### src/rtl/ablk_seq.sv
// Power/reset/enable sequencer for NUM_CH analog blocks: brings one channel up or down at a
// time (PG -> RESETn -> EN and the reverse) with programmable settle delays.
module ablk_seq #(
  parameter int unsigned NUM_CH = 2,
  parameter int unsigned CFG_W  = 4,
  parameter int unsigned T_PG   = 4,
  parameter int unsigned T_RST  = 2,
  parameter int unsigned T_EN   = 3,
  parameter int unsigned CNT_W  = 8
) (
  input  logic                     CLK,
  input  logic                     RESET,
  input  logic [NUM_CH-1:0]        CH_REQ,
  input  logic [NUM_CH*CFG_W-1:0]  CFG0_IN,
  input  logic [NUM_CH*CFG_W-1:0]  CFG1_IN,
  input  logic [NUM_CH-1:0]        CFG_LOAD,
  output logic [NUM_CH-1:0]        ABLK_PG,
  output logic [NUM_CH-1:0]        ABLK_RESETn,
  output logic [NUM_CH-1:0]        ABLK_EN,
  output logic [NUM_CH*CFG_W-1:0]  ABLK_CONFIG_0,
  output logic [NUM_CH*CFG_W-1:0]  ABLK_CONFIG_1,
  output logic [NUM_CH-1:0]        CH_ON,
  output logic                     BUSY
);

  localparam int unsigned IdxW = (NUM_CH > 1) ? $clog2(NUM_CH) : 1;
  localparam int unsigned CfgTotW = NUM_CH * CFG_W;

  // Counters load T-1 so the action lands exactly T edges after the previous one.
  localparam logic [CNT_W-1:0] CntPg  = CNT_W'(T_PG - 1);
  localparam logic [CNT_W-1:0] CntRst = CNT_W'(T_RST - 1);
  localparam logic [CNT_W-1:0] CntEn  = CNT_W'(T_EN - 1);

  typedef enum logic [2:0] {
    StIdle,
    StUpPg,
    StUpRst,
    StDnEn,
    StDnRst
  } state_e;

  state_e               state_q, state_d;
  logic [CNT_W-1:0]     cnt_q, cnt_d;
  logic [IdxW-1:0]      sel_q, sel_d;
  logic [NUM_CH-1:0]    tgt_q, tgt_d;
  logic [NUM_CH-1:0]    pg_q, pg_d;
  logic [NUM_CH-1:0]    rstn_q, rstn_d;
  logic [NUM_CH-1:0]    en_q, en_d;
  logic [NUM_CH-1:0]    on_q, on_d;
  logic [CfgTotW-1:0]   cfg0_q, cfg0_d;
  logic [CfgTotW-1:0]   cfg1_q, cfg1_d;

  logic                 pick_vld;
  logic [IdxW-1:0]      pick_idx;
  logic                 cnt_zero;

  // Lowest-index channel whose request differs from its target state.
  always_comb begin
    pick_vld = 1'b0;
    pick_idx = '0;
    for (int i = int'(NUM_CH) - 1; i >= 0; i--) begin
      if (CH_REQ[i] != tgt_q[i]) begin
        pick_vld = 1'b1;
        pick_idx = IdxW'(i);
      end
    end
  end

  assign cnt_zero = (cnt_q == '0);

  always_comb begin
    state_d = state_q;
    cnt_d   = cnt_q;
    sel_d   = sel_q;
    tgt_d   = tgt_q;
    pg_d    = pg_q;
    rstn_d  = rstn_q;
    en_d    = en_q;
    on_d    = on_q;
    cfg0_d  = cfg0_q;
    cfg1_d  = cfg1_q;

    // Explicit reloads only touch fully-on channels, so they never collide with the
    // power-up latch below (that channel is not yet on).
    for (int j = 0; j < int'(NUM_CH); j++) begin
      if (CFG_LOAD[j] && on_q[j]) begin
        cfg0_d[j*CFG_W +: CFG_W] = CFG0_IN[j*CFG_W +: CFG_W];
        cfg1_d[j*CFG_W +: CFG_W] = CFG1_IN[j*CFG_W +: CFG_W];
      end
    end

    unique case (state_q)
      StIdle: begin
        if (pick_vld) begin
          sel_d           = pick_idx;
          tgt_d[pick_idx] = CH_REQ[pick_idx];
          if (CH_REQ[pick_idx]) begin
            pg_d[pick_idx] = 1'b0;
            cnt_d          = CntPg;
            state_d        = StUpPg;
          end else begin
            en_d[pick_idx] = 1'b0;
            on_d[pick_idx] = 1'b0;
            cnt_d          = CntEn;
            state_d        = StDnEn;
          end
        end
      end
      StUpPg: begin
        if (cnt_zero) begin
          rstn_d[sel_q]                = 1'b1;
          cfg0_d[sel_q*CFG_W +: CFG_W] = CFG0_IN[sel_q*CFG_W +: CFG_W];
          cfg1_d[sel_q*CFG_W +: CFG_W] = CFG1_IN[sel_q*CFG_W +: CFG_W];
          cnt_d                        = CntRst;
          state_d                      = StUpRst;
        end else begin
          cnt_d = cnt_q - CNT_W'(1);
        end
      end
      StUpRst: begin
        if (cnt_zero) begin
          en_d[sel_q] = 1'b1;
          on_d[sel_q] = 1'b1;
          state_d     = StIdle;
        end else begin
          cnt_d = cnt_q - CNT_W'(1);
        end
      end
      StDnEn: begin
        if (cnt_zero) begin
          rstn_d[sel_q] = 1'b0;
          cnt_d         = CntRst;
          state_d       = StDnRst;
        end else begin
          cnt_d = cnt_q - CNT_W'(1);
        end
      end
      StDnRst: begin
        if (cnt_zero) begin
          pg_d[sel_q] = 1'b1;
          state_d     = StIdle;
        end else begin
          cnt_d = cnt_q - CNT_W'(1);
        end
      end
      default: state_d = StIdle;
    endcase
  end

  always_ff @(posedge CLK or posedge RESET) begin
    if (RESET) begin
      state_q <= StIdle;
      cnt_q   <= '0;
      sel_q   <= '0;
      tgt_q   <= '0;
      pg_q    <= '1;
      rstn_q  <= '0;
      en_q    <= '0;
      on_q    <= '0;
      cfg0_q  <= '0;
      cfg1_q  <= '0;
    end else begin
      state_q <= state_d;
      cnt_q   <= cnt_d;
      sel_q   <= sel_d;
      tgt_q   <= tgt_d;
      pg_q    <= pg_d;
      rstn_q  <= rstn_d;
      en_q    <= en_d;
      on_q    <= on_d;
      cfg0_q  <= cfg0_d;
      cfg1_q  <= cfg1_d;
    end
  end

  assign ABLK_PG       = pg_q;
  assign ABLK_RESETn   = rstn_q;
  assign ABLK_EN       = en_q;
  assign ABLK_CONFIG_0 = cfg0_q;
  assign ABLK_CONFIG_1 = cfg1_q;
  assign CH_ON         = on_q;
  assign BUSY          = (state_q != StIdle);

endmodule

### config.mk
export PLATFORM = sky130hd
export DESIGN_NAME = ablk_seq
export DESIGN_NICKNAME = d
export VERILOG_FILES = /design/src/rtl/ablk_seq.sv
export SDC_FILE = /design/constraint.sdc
export NUM_CORES = 1
export LEC_CHECK = 0
export ABC_AREA = 1
export BUFFER_PORTS_ARGS = -buffer_cell sky130_fd_sc_hd__buf_2
export CAP_MARGIN = 30
export CORE_MARGIN = 4
export CORE_UTILIZATION = 45
export CTS_CLUSTER_DIAMETER = 100
export DETAILED_ROUTE_END_ITERATION = 8
export PLACE_DENSITY = 0.74
export SYNTH_ARGS = -nofsm -noshare
export SYNTH_HDL_FRONTEND = slang
export SYNTH_SLANG_ARGS = --single-unit
### constraint.sdc
create_clock -name CLK -period 4.7 [get_ports CLK]
set_input_delay 0.47 -clock CLK [delete_from_list [all_inputs] [get_ports CLK]]
set_output_delay 0.47 -clock CLK [all_outputs]
set_load 0.005 [all_outputs]
Yosys cells after proc, flatten, opt, wreduce, memory -nomap -nowiden
Cells that the tools add are included.
{ "op_classes": {"magnitude_cmp": 4, "multipliers": 0, "n_shift": 5, "n_div": 0, "muxes": 46, "n_bitwise": 10, "addsub": 2, "n_eq_ne": 15, "n_reduce_logical": 19} }
{ "ops": {"columns": ["cell", "n"], "rows": [
  ["indexed part select 4 x 34 -> 8 bit", 2],
  ["2-to-1 mux 8 bit", 7],
  ["negation 3 -> 34 bit", 1],
  ["variable shift 4 x 34 -> 8 bit, first input constant", 1],
  ["2-to-1 mux 2 bit", 12],
  ["one-hot mux 8 bit (3 select lines)", 1],
  ["bitwise mux 8 bit", 2],
  ["2-to-1 mux 4 bit", 4],
  ["!= test 2 bit, second input constant", 8],
  ["one-hot mux 2 bit (2 select lines)", 4],
  ["indexed part select 8 x 4 -> 4 bit", 2],
  ["2-to-1 mux 3 bit", 4],
  ["one-hot mux 3 bit (4 select lines)", 1],
  ["AND reduction 4 bit", 3],
  ["AND 2 bit", 4],
  ["zero test 8 bit", 1],
  ["2-to-1 mux 1 bit", 8],
  ["OR 2 bit", 4],
  ["subtractor 8 x 1 -> 8 bit, second input constant", 1],
  ["equality test 3 x 2 -> 1 bit, second input constant", 2],
  ["AND reduction 3 bit", 2],
  ["nonzero test 2 bit", 3],
  ["nonzero test 3 bit", 2],
  ["logical AND 1 bit", 4],
  ["other kinds (12)", 18]
]} }
{ "word_totals": {"regBits": 38, "inputBits": 22, "rom_bits": 0, "latchBits": 0, "wordCells": 111, "mem_count": 0, "ramBits": 0, "output_inout_bits": 25} }

Longest topological paths before layout
Gate-level depths: netlist of the first run.
{ "depth": {"word_depth": 12, "mapped_depth": 11, "depth_no_buf": 11} }

Worst setup path before layout of the first run
No wires, ideal clock.
{ "synth_timing": {"path_type": "reg2reg", "start": "register cnt_q[0]", "end": "register cfg0_q[4], in the netlist ABLK_CONFIG_0[4]", "required_ns": 4.635, "synth_period_minus_slack_ns": 1.521, "setup_slack_ns": 3.179, "t_arrival_ns": 1.456, "n_path_buf": 1, "path_stages_with_launch": 10, "setup_time_ns": 0.065, "cell_sequence": "dfrtp_1 -> inv_1 -> ha_1 -> nand3_1 -> nor2_2 -> buf_4 -> nand4_4 -> nand2_1 -> nand2_1 -> nand2_1"} }
{ "synth_between": {"elab_chain_cells": 3} }
{ "synth_rtl": {"columns": ["item", "line_no", "text"], "rows": [
  ["start, declared", "43", "logic [CNT_W-1:0] cnt_q, cnt_d;"],
  ["start signal, assigned", "164", "cnt_q <= cnt_d;"],
  ["zero test 8 bit", "69", "assign cnt_zero = (cnt_q == '0);"],
  ["2-to-1 mux 8 bit", "110", "if (cnt_zero) begin"],
  ["2-to-1 mux 8 bit", "92", "unique case (state_q)"],
  ["net cfg0_d[4]", "50", "logic [CfgTotW-1:0] cfg0_q, cfg0_d;"],
  ["end signal, assigned", "171", "cfg0_q <= cfg0_d;"],
  ["end, declared", "50", null]
]} }
The timed path passes the listed nets, and every way through them passes these cells.
A chain may end at the register's enable or synchronous reset.

Final worst setup path of the first run
{ "layout_timing": {"start": "register cnt_q[0]", "end": "register cfg0_q[3], in the netlist ABLK_CONFIG_0[3]"} }
Same word-level chain as after synthesis.

==> summary.txt, run 1 <==
Synth
  • Mux cell area share after synthesis: 0%
  • Sequential area share after synthesis: 46.6%
  • Synth top area share: 44.1%
  • Synth unique cells: 25
  • Area leader, netlist: dfrtp_1
  • Post-Synthesis Cells: 271
  • Register bit count reported by yosys: 38
  • EDFF count, synth: 0
  • Post-Syn Area: 2040 µm²
  • Mapped Nets: 295
  • Top cells by area, synth: dfrtp_1 44%, nand2_1 21%, nand3_1 8.8%
  • Post-synth ARST share: 100%
  • Ys flop type: dfrtp_1
  • Warnings, synthesis: 0
  • Simple-gate share of the synthesized area: 38.8%
  • Syn avg cell area: 7.54 µm²
  • Compound-Gate Fraction of Synth Area: 5.39%
  • Synth Area in Adders: 1.22%
  • Synth Area in XOR/XNOR: 1.71%
  • Main combinational cell family by area after synthesis: simple AND/OR/NAND/NOR gates

Cells and area
  • Number of diodes: 0
  • Most frequent cells in the layout: 113 x nand2_1, 46 x buf_2, 36 x dfrtp_1, 36 x nand3_1, 30 x inv_1
  • Area Overhead vs Synth: 19.1%
  • Fraction of layout cells with a size suffix above 1: 21.2%
  • Filler cells: 407
  • Design area: 2430 µm²
  • FF/Latch Area: 953 µm²
  • Nets: 348
  • Final core occ: 55.5%
  • Most common cell after layout, fill and taps aside: nand2_1
  • Multi-input logic area: 963 µm²
  • Non-filler instance count after layout: 377

CTS
  • TritonCTS clock tree: yes
  • Register clock-pin slew on the reported worst setup and hold paths: 0.08 ns
  • Post-CTS Setup Inserts: 0
  • H-Tree Depth: 2
  • CTS Sinks: 38
  • Post-cts hold buffer count: 0
  • CTS Root Cell: clkbuf_8
  • Worst skew pair latency: 0.30 ns
  • Post-cts gate resize count: 0
  • Clock buffer count from CTS: 5
  • Clock Path Buffers: 2

STA
  • Unrepaired setup endpoints after global routing: false
  • Final count of negative-setup-slack endpoints: 0
  • Max-slew violations: 0
  • Slew at the pin closest to its max-slew limit: 0.592 ns
  • Crit path time final: 1.97 ns
  • Clk_skew: 0.00639 ns
  • Final setup TNS: 0 ns
  • Max Freq: 0.507 GHz
  • Fin. Hold Viols: 0
  • Period utilization: 42.0%
  • Worst slew margin: 60.5%

Global route
  • Total gr overflow: 0
  • Initial antenna violation count: 0
  • Largest net degree at the start of global routing: 39
  • Global-route wire length before repair: 8.36 mm
  • Gr usage total: 19.2%
  • Vias in the first global route: 1816

Power
  • Pwr/cell area: 660 nW/µm²
  • Overall power: 1.61 mW
  • Lkg Pwr: 1.42 nW
  • Maximum vdd drop: 341 µV

Placement
  • Cell count after placement: 369
  • Gpl congestion: 0.954
  • IO buf count: 46
  • Dpl hpwl: 3.57 mm
  • Placed Area: 2340 µm²

Drt
  • Routed len/inst: 12.7 µm
  • Vias: 1925
  • Vias/cell: 5.11
  • Drc violations: 0
  • Drt pass-1 iters: 4
  • Initial drt markers: 125
  • Routed Antenna Nets: 0
  • Final wirelength: 4.77 mm

Die
  • Die height: 75.4 µm
  • Die area: 5690 µm²
  • Die Wd: 75.4 µm
  • Site row count: 24
  • # IOs: 47
  • Starting density of the core: 46.6%
  • Core ar.: 4380 µm²

Worst setup path
  • Kind of end point of the critical path: flip-flop
  • Critical Path RT: 4.94 ns
  • Worst Reg-to-Reg Cells: 8
  • Worst EP arrival: 2.21 ns
  • Crit path kind: reg -> reg
  • Flop-to-flop setup slack: 2.73 ns
  • Crit-path max FO: 11
  • Reg-to-reg endpoint: ABLK_CONFIG_0[3]
  • CP startpoint kind: flip-flop
  • Reg2reg start: cnt_q[0]

Min path
  • Hold Path Class: in -> async

Run status
  • Status: finished, final reports clean

Flow run
  • # Max-Cap Violations: 0
## how the worst max path moves through the flow
stage	from	endpoint	slack (ns)	cells past startpoint
3_5_place_dp	cnt_q[0]	ABLK_CONFIG_0[1]	2.71	8
4_1_cts	cnt_q[0]	ABLK_CONFIG_0[1]	2.70	8
2_1_floorplan	cnt_q[0]	ABLK_CONFIG_0[4]	3.18	9
6_report	cnt_q[0]	ABLK_CONFIG_0[3]	2.73	8
3_3_place_gp	cnt_q[0]	ABLK_CONFIG_1[1]	2.78	8
5_1_grt	cnt_q[0]	ABLK_CONFIG_0[3]	2.49	8
## power breakdown
part	switching, mW	internal [mW]	total [mW]
clock	0.126	0.118	0.244
sequential	0.105	0.472	0.577
combinational	0.503	0.285	0.787
total	0.734	0.874	1.61
## kinds of logic (layout without fill, tap and decap cells)
logic type / count (synthesis) / in the layout
adders and majority gates: 2 / 2
buffers and inverters: 33 / 87
xor gates and xnor gates: 4 / 4
AOI/OAI and AO/OA: 20 / 20
DFF: 38 / 38
and+or+nand+nor: 174 / 174
## synthesized netlist by cell type, drive strengths merged, types with 2 or more instances
library cell and number:
nand4 7, inv 32, dfstp 2, dfrtp 36
nor2 13, a21oi 4, ha 2, nand2 114
nand3 39, xor2 3, o21ai 13
## critical path, cell delays in order, from the launching register on
cell     delay, ns
dfrtp_1       0.40
inv_1         0.12
ha_1          0.16
nand3_1       0.10
nor2_2        0.46
nand4_4       0.25
nand2_1       0.28
nand2_1       0.09
nand2_1       0.06
## stage by stage
stage	hold slack, ns	setup slack [ns]
2_1_floorplan	0.453	3.18
3_5_place_dp	0.459	2.71
4_1_cts	0.281	2.70
6_report	0.269	2.73
3_3_place_gp	0.458	2.78
5_1_grt	0.316	2.49
## routing by layer
metal | track usage, % | routed length (µm) | up-vias
met4 | 7.96 | 74 | 0
li1 | - | - | 972
met2 | 30.6 | 2310 | 59
met3 | 4.22 | 337 | 9
met1 | 25.3 | 2050 | 885
met5 | 0 | 0 | -
## final cells by class
class | count | area share (%)
multi-input combinational | 200 | 39.6
clock buffer | 6 | 3.39
clock inverter | 2 | 0.514
inverter | 32 | 4.93
timing repair buffer | 47 | 9.76
sequential | 38 | 39.2
tap | 52 | 2.67
## registers in the layout, summed over array words and instances (netlist names), named ones only
register and cells:
ABLK_CONFIG_1 8, tgt_q 2, state_q 3, ABLK_CONFIG_0 8, ABLK_PG 2, ABLK_EN 2
CH_ON 2, sel_q 1, cnt_q 8
Power figures use the tool's default switching activity.
==> run 2: changes to the inputs <==
--- a/config.mk
+++ b/config.mk
@@ -12,7 +12,7 @@
 export CORE_UTILIZATION = 45
 export CTS_CLUSTER_DIAMETER = 100
 export DETAILED_ROUTE_END_ITERATION = 8
-export PLACE_DENSITY = 0.74
+export PLACE_DENSITY = 0.76
 export SYNTH_ARGS = -nofsm -noshare
 export SYNTH_HDL_FRONTEND = slang
 export SYNTH_SLANG_ARGS = --single-unit
==> constraint.sdc (replaced) <==
create_clock -name CLK -period 1.75 [get_ports CLK]
set_input_delay 0.175 -clock CLK [delete_from_list [all_inputs] [get_ports CLK]]
set_output_delay 0.175 -clock CLK [all_outputs]
set_load 0.005 [all_outputs]
==> summary.txt, run 2 (synthesis results as in run 1) <==
Run status
  • Status: finished, final reports clean

Worst setup path
  • Worst Reg-to-Reg Cells: 9
  • Crit-path most repeated cell: nand2_1
  • Worst path cell trace: inv_2 > ha_1 > nand3_1 > nor2_2 > buf_4 > nand4_4 > nand2_1 > nand2_1 > nand2_1
  • CP top delay family: simple AND/OR/NAND/NOR gates
  • Reg-to-reg endpoint: ABLK_CONFIG_1[7]
  • Critical Path RT: 1.98 ns
  • Flop-to-flop setup slack: 0.15 ns
  • Crit path kind: reg -> reg
  • Reg2reg start: cnt_q[0]
  • Critical path startpoint: cnt_q[0]
  • CP max stage delay: 0.41 ns
  • Crit-path max FO: 9
  • Worst EP arrival: 1.83 ns
  • Worst setup path endpoint: ABLK_CONFIG_1[7]
  • Critical-path top delay cell: dfrtp_1
  • CP startpoint kind: flip-flop
  • Critical path depth: 9
  • Buffers & Inverters on Critical Path: 2
  • Kind of end point of the critical path: flip-flop

STA
  • Period utilization: 91.4%
  • Clk_skew: 0.00646 ns
  • Fin. Hold Viols: 0
  • Crit path time final: 1.60 ns
  • Max-slew violations: 0
  • Final count of negative-setup-slack endpoints: 0
  • Unrepaired setup endpoints after global routing: true
  • Final WS setup: 0.150 ns
  • Slew at the pin closest to its max-slew limit: 0.475 ns
  • Worst slew margin: 68.3%
  • Max Freq: 0.625 GHz
  • Final setup TNS: 0 ns

CTS
  • H-Tree Depth: 2
  • Worst skew pair latency: 0.29 ns
  • Register clock-pin slew on the reported worst setup and hold paths: 0.08 ns
  • Clock buffer count from CTS: 5
  • Clock Path Buffers: 2
  • CTS Sinks: 38
  • CTS Root Cell: clkbuf_8
  • TritonCTS clock tree: yes

Drt
  • Drt pass-1 iters: 4
  • Vias/cell: 4.98
  • Vias: 1917
  • Initial drt markers: 112
  • Final wirelength: 4.56 mm
  • Drc violations: 0
  • Routed len/inst: 11.8 µm
  • Routed Antenna Nets: 0

Die
  • # IOs: 47
  • Core ar.: 4380 µm²
  • Die height: 75.4 µm
  • Site row count: 24
  • Die Wd: 75.4 µm
  • Die area: 5690 µm²
  • Starting density of the core: 46.6%

Cells and area
  • Nets: 356
  • Number of diodes: 0
  • Most frequent cells in the layout: 113 x nand2_1, 46 x buf_2, 36 x dfrtp_1, 36 x nand3_1, 29 x inv_1
  • Area Overhead vs Synth: 22.2%
  • Most common cell after layout, fill and taps aside: nand2_1
  • Filler cells: 397
  • Non-filler instance count after layout: 385
  • Fraction of layout cells with a size suffix above 1: 23.1%
  • Final core occ: 57.0%

Global route
  • Total gr overflow: 0
  • Largest net degree at the start of global routing: 39
  • Gr usage total: 17.7%
  • Global-route wire length before repair: 7.76 mm
  • Vias in the first global route: 1781
  • Initial antenna violation count: 0

Placement
  • IO buf count: 46
  • Cell count after placement: 376
  • Gpl congestion: 0.869
  • Place WS: 0.124 ns
  • Dpl hpwl: 3.45 mm

Power
  • Lkg Pwr: 1.45 nW
  • Maximum vdd drop: 896 µV
  • Pwr/cell area: 1740 nW/µm²

Flow run
  • # Max-Cap Violations: 0

Min path
  • Hold Path Class: in -> reg
run 2: changes by cell type in the layout (fill, tap and decap cells not counted):
| cell | delta |
|---|---|
| dlygate4sd3_1 | +1 |
| inv_2 | +1 |
| buf_4 | +7 |
| inv_1 | -1 |
run 2: worst min path at each step:
stage / start / end / slack [ns] / depth (start not counted)
floorplan: CFG0_IN[0] / ABLK_CONFIG_0[0] / 0.28 / 2
global placement: RESET / ABLK_CONFIG_1[2] / 0.30 / 3
detailed placement: RESET / ABLK_CONFIG_0[0] / 0.31 / 3
CTS: CFG0_IN[7] / ABLK_CONFIG_0[7] / 0.07 / 3
global route: CFG1_IN[6] / ABLK_CONFIG_1[6] / 0.07 / 3
finish: CFG0_IN[7] / ABLK_CONFIG_0[7] / 0.07 / 3
run 2: timing repair:
action	4_1_cts	5_1_grt
gates resized for setup	0	1
setup endpoints to repair	0	19
setup buffers	0	0
hold endpoints to repair	36	0
hold buffers	1	0
run 2: tightest hold or removal path: cells and delay by family:
kind                   cells  cell delay, ns
buffers and inverters      1            0.07
and+or+nand+nor            2            0.08
run 2: routing by layer:
layer | track usage [%] | routed length, µm
met4 | 5.44 | 52
met2 | 29.1 | 2160
met1 | 23.1 | 2040
met3 | 4.49 | 301
met5 | 0 | 0
run 2: final cells by class:
cell class                 instances  area (µm²)  share of cell area [%]
clock buffer                       6        82.6                    3.31
clock inverter                     2        12.5                   0.501
inverter                          32         120                    4.81
multi-input combinational        200         963                    38.6
sequential                        38         953                    38.2
tap                               52        65.1                    2.61
timing repair buffer              55         300                    12.0
run 2: stage by stage:
stage / area, µm² / hold WS, ns / total power [mW]
3_5_place_dp: 2390 / 0.308 / 3.73
2_1_floorplan: 2040 / 0.285 / 3.01
6_report: 2500 / 0.0712 / 4.35
3_3_place_gp: 2390 / 0.305 / 3.68
5_1_grt: 2500 / 0.0671 / 4.79
4_1_cts: 2500 / 0.0663 / 4.37
run 2: power breakdown:
part,internal [mW],switching [mW]
Clock,0.317,0.318
Sequential,1.27,0.268
Combinational,0.825,1.36
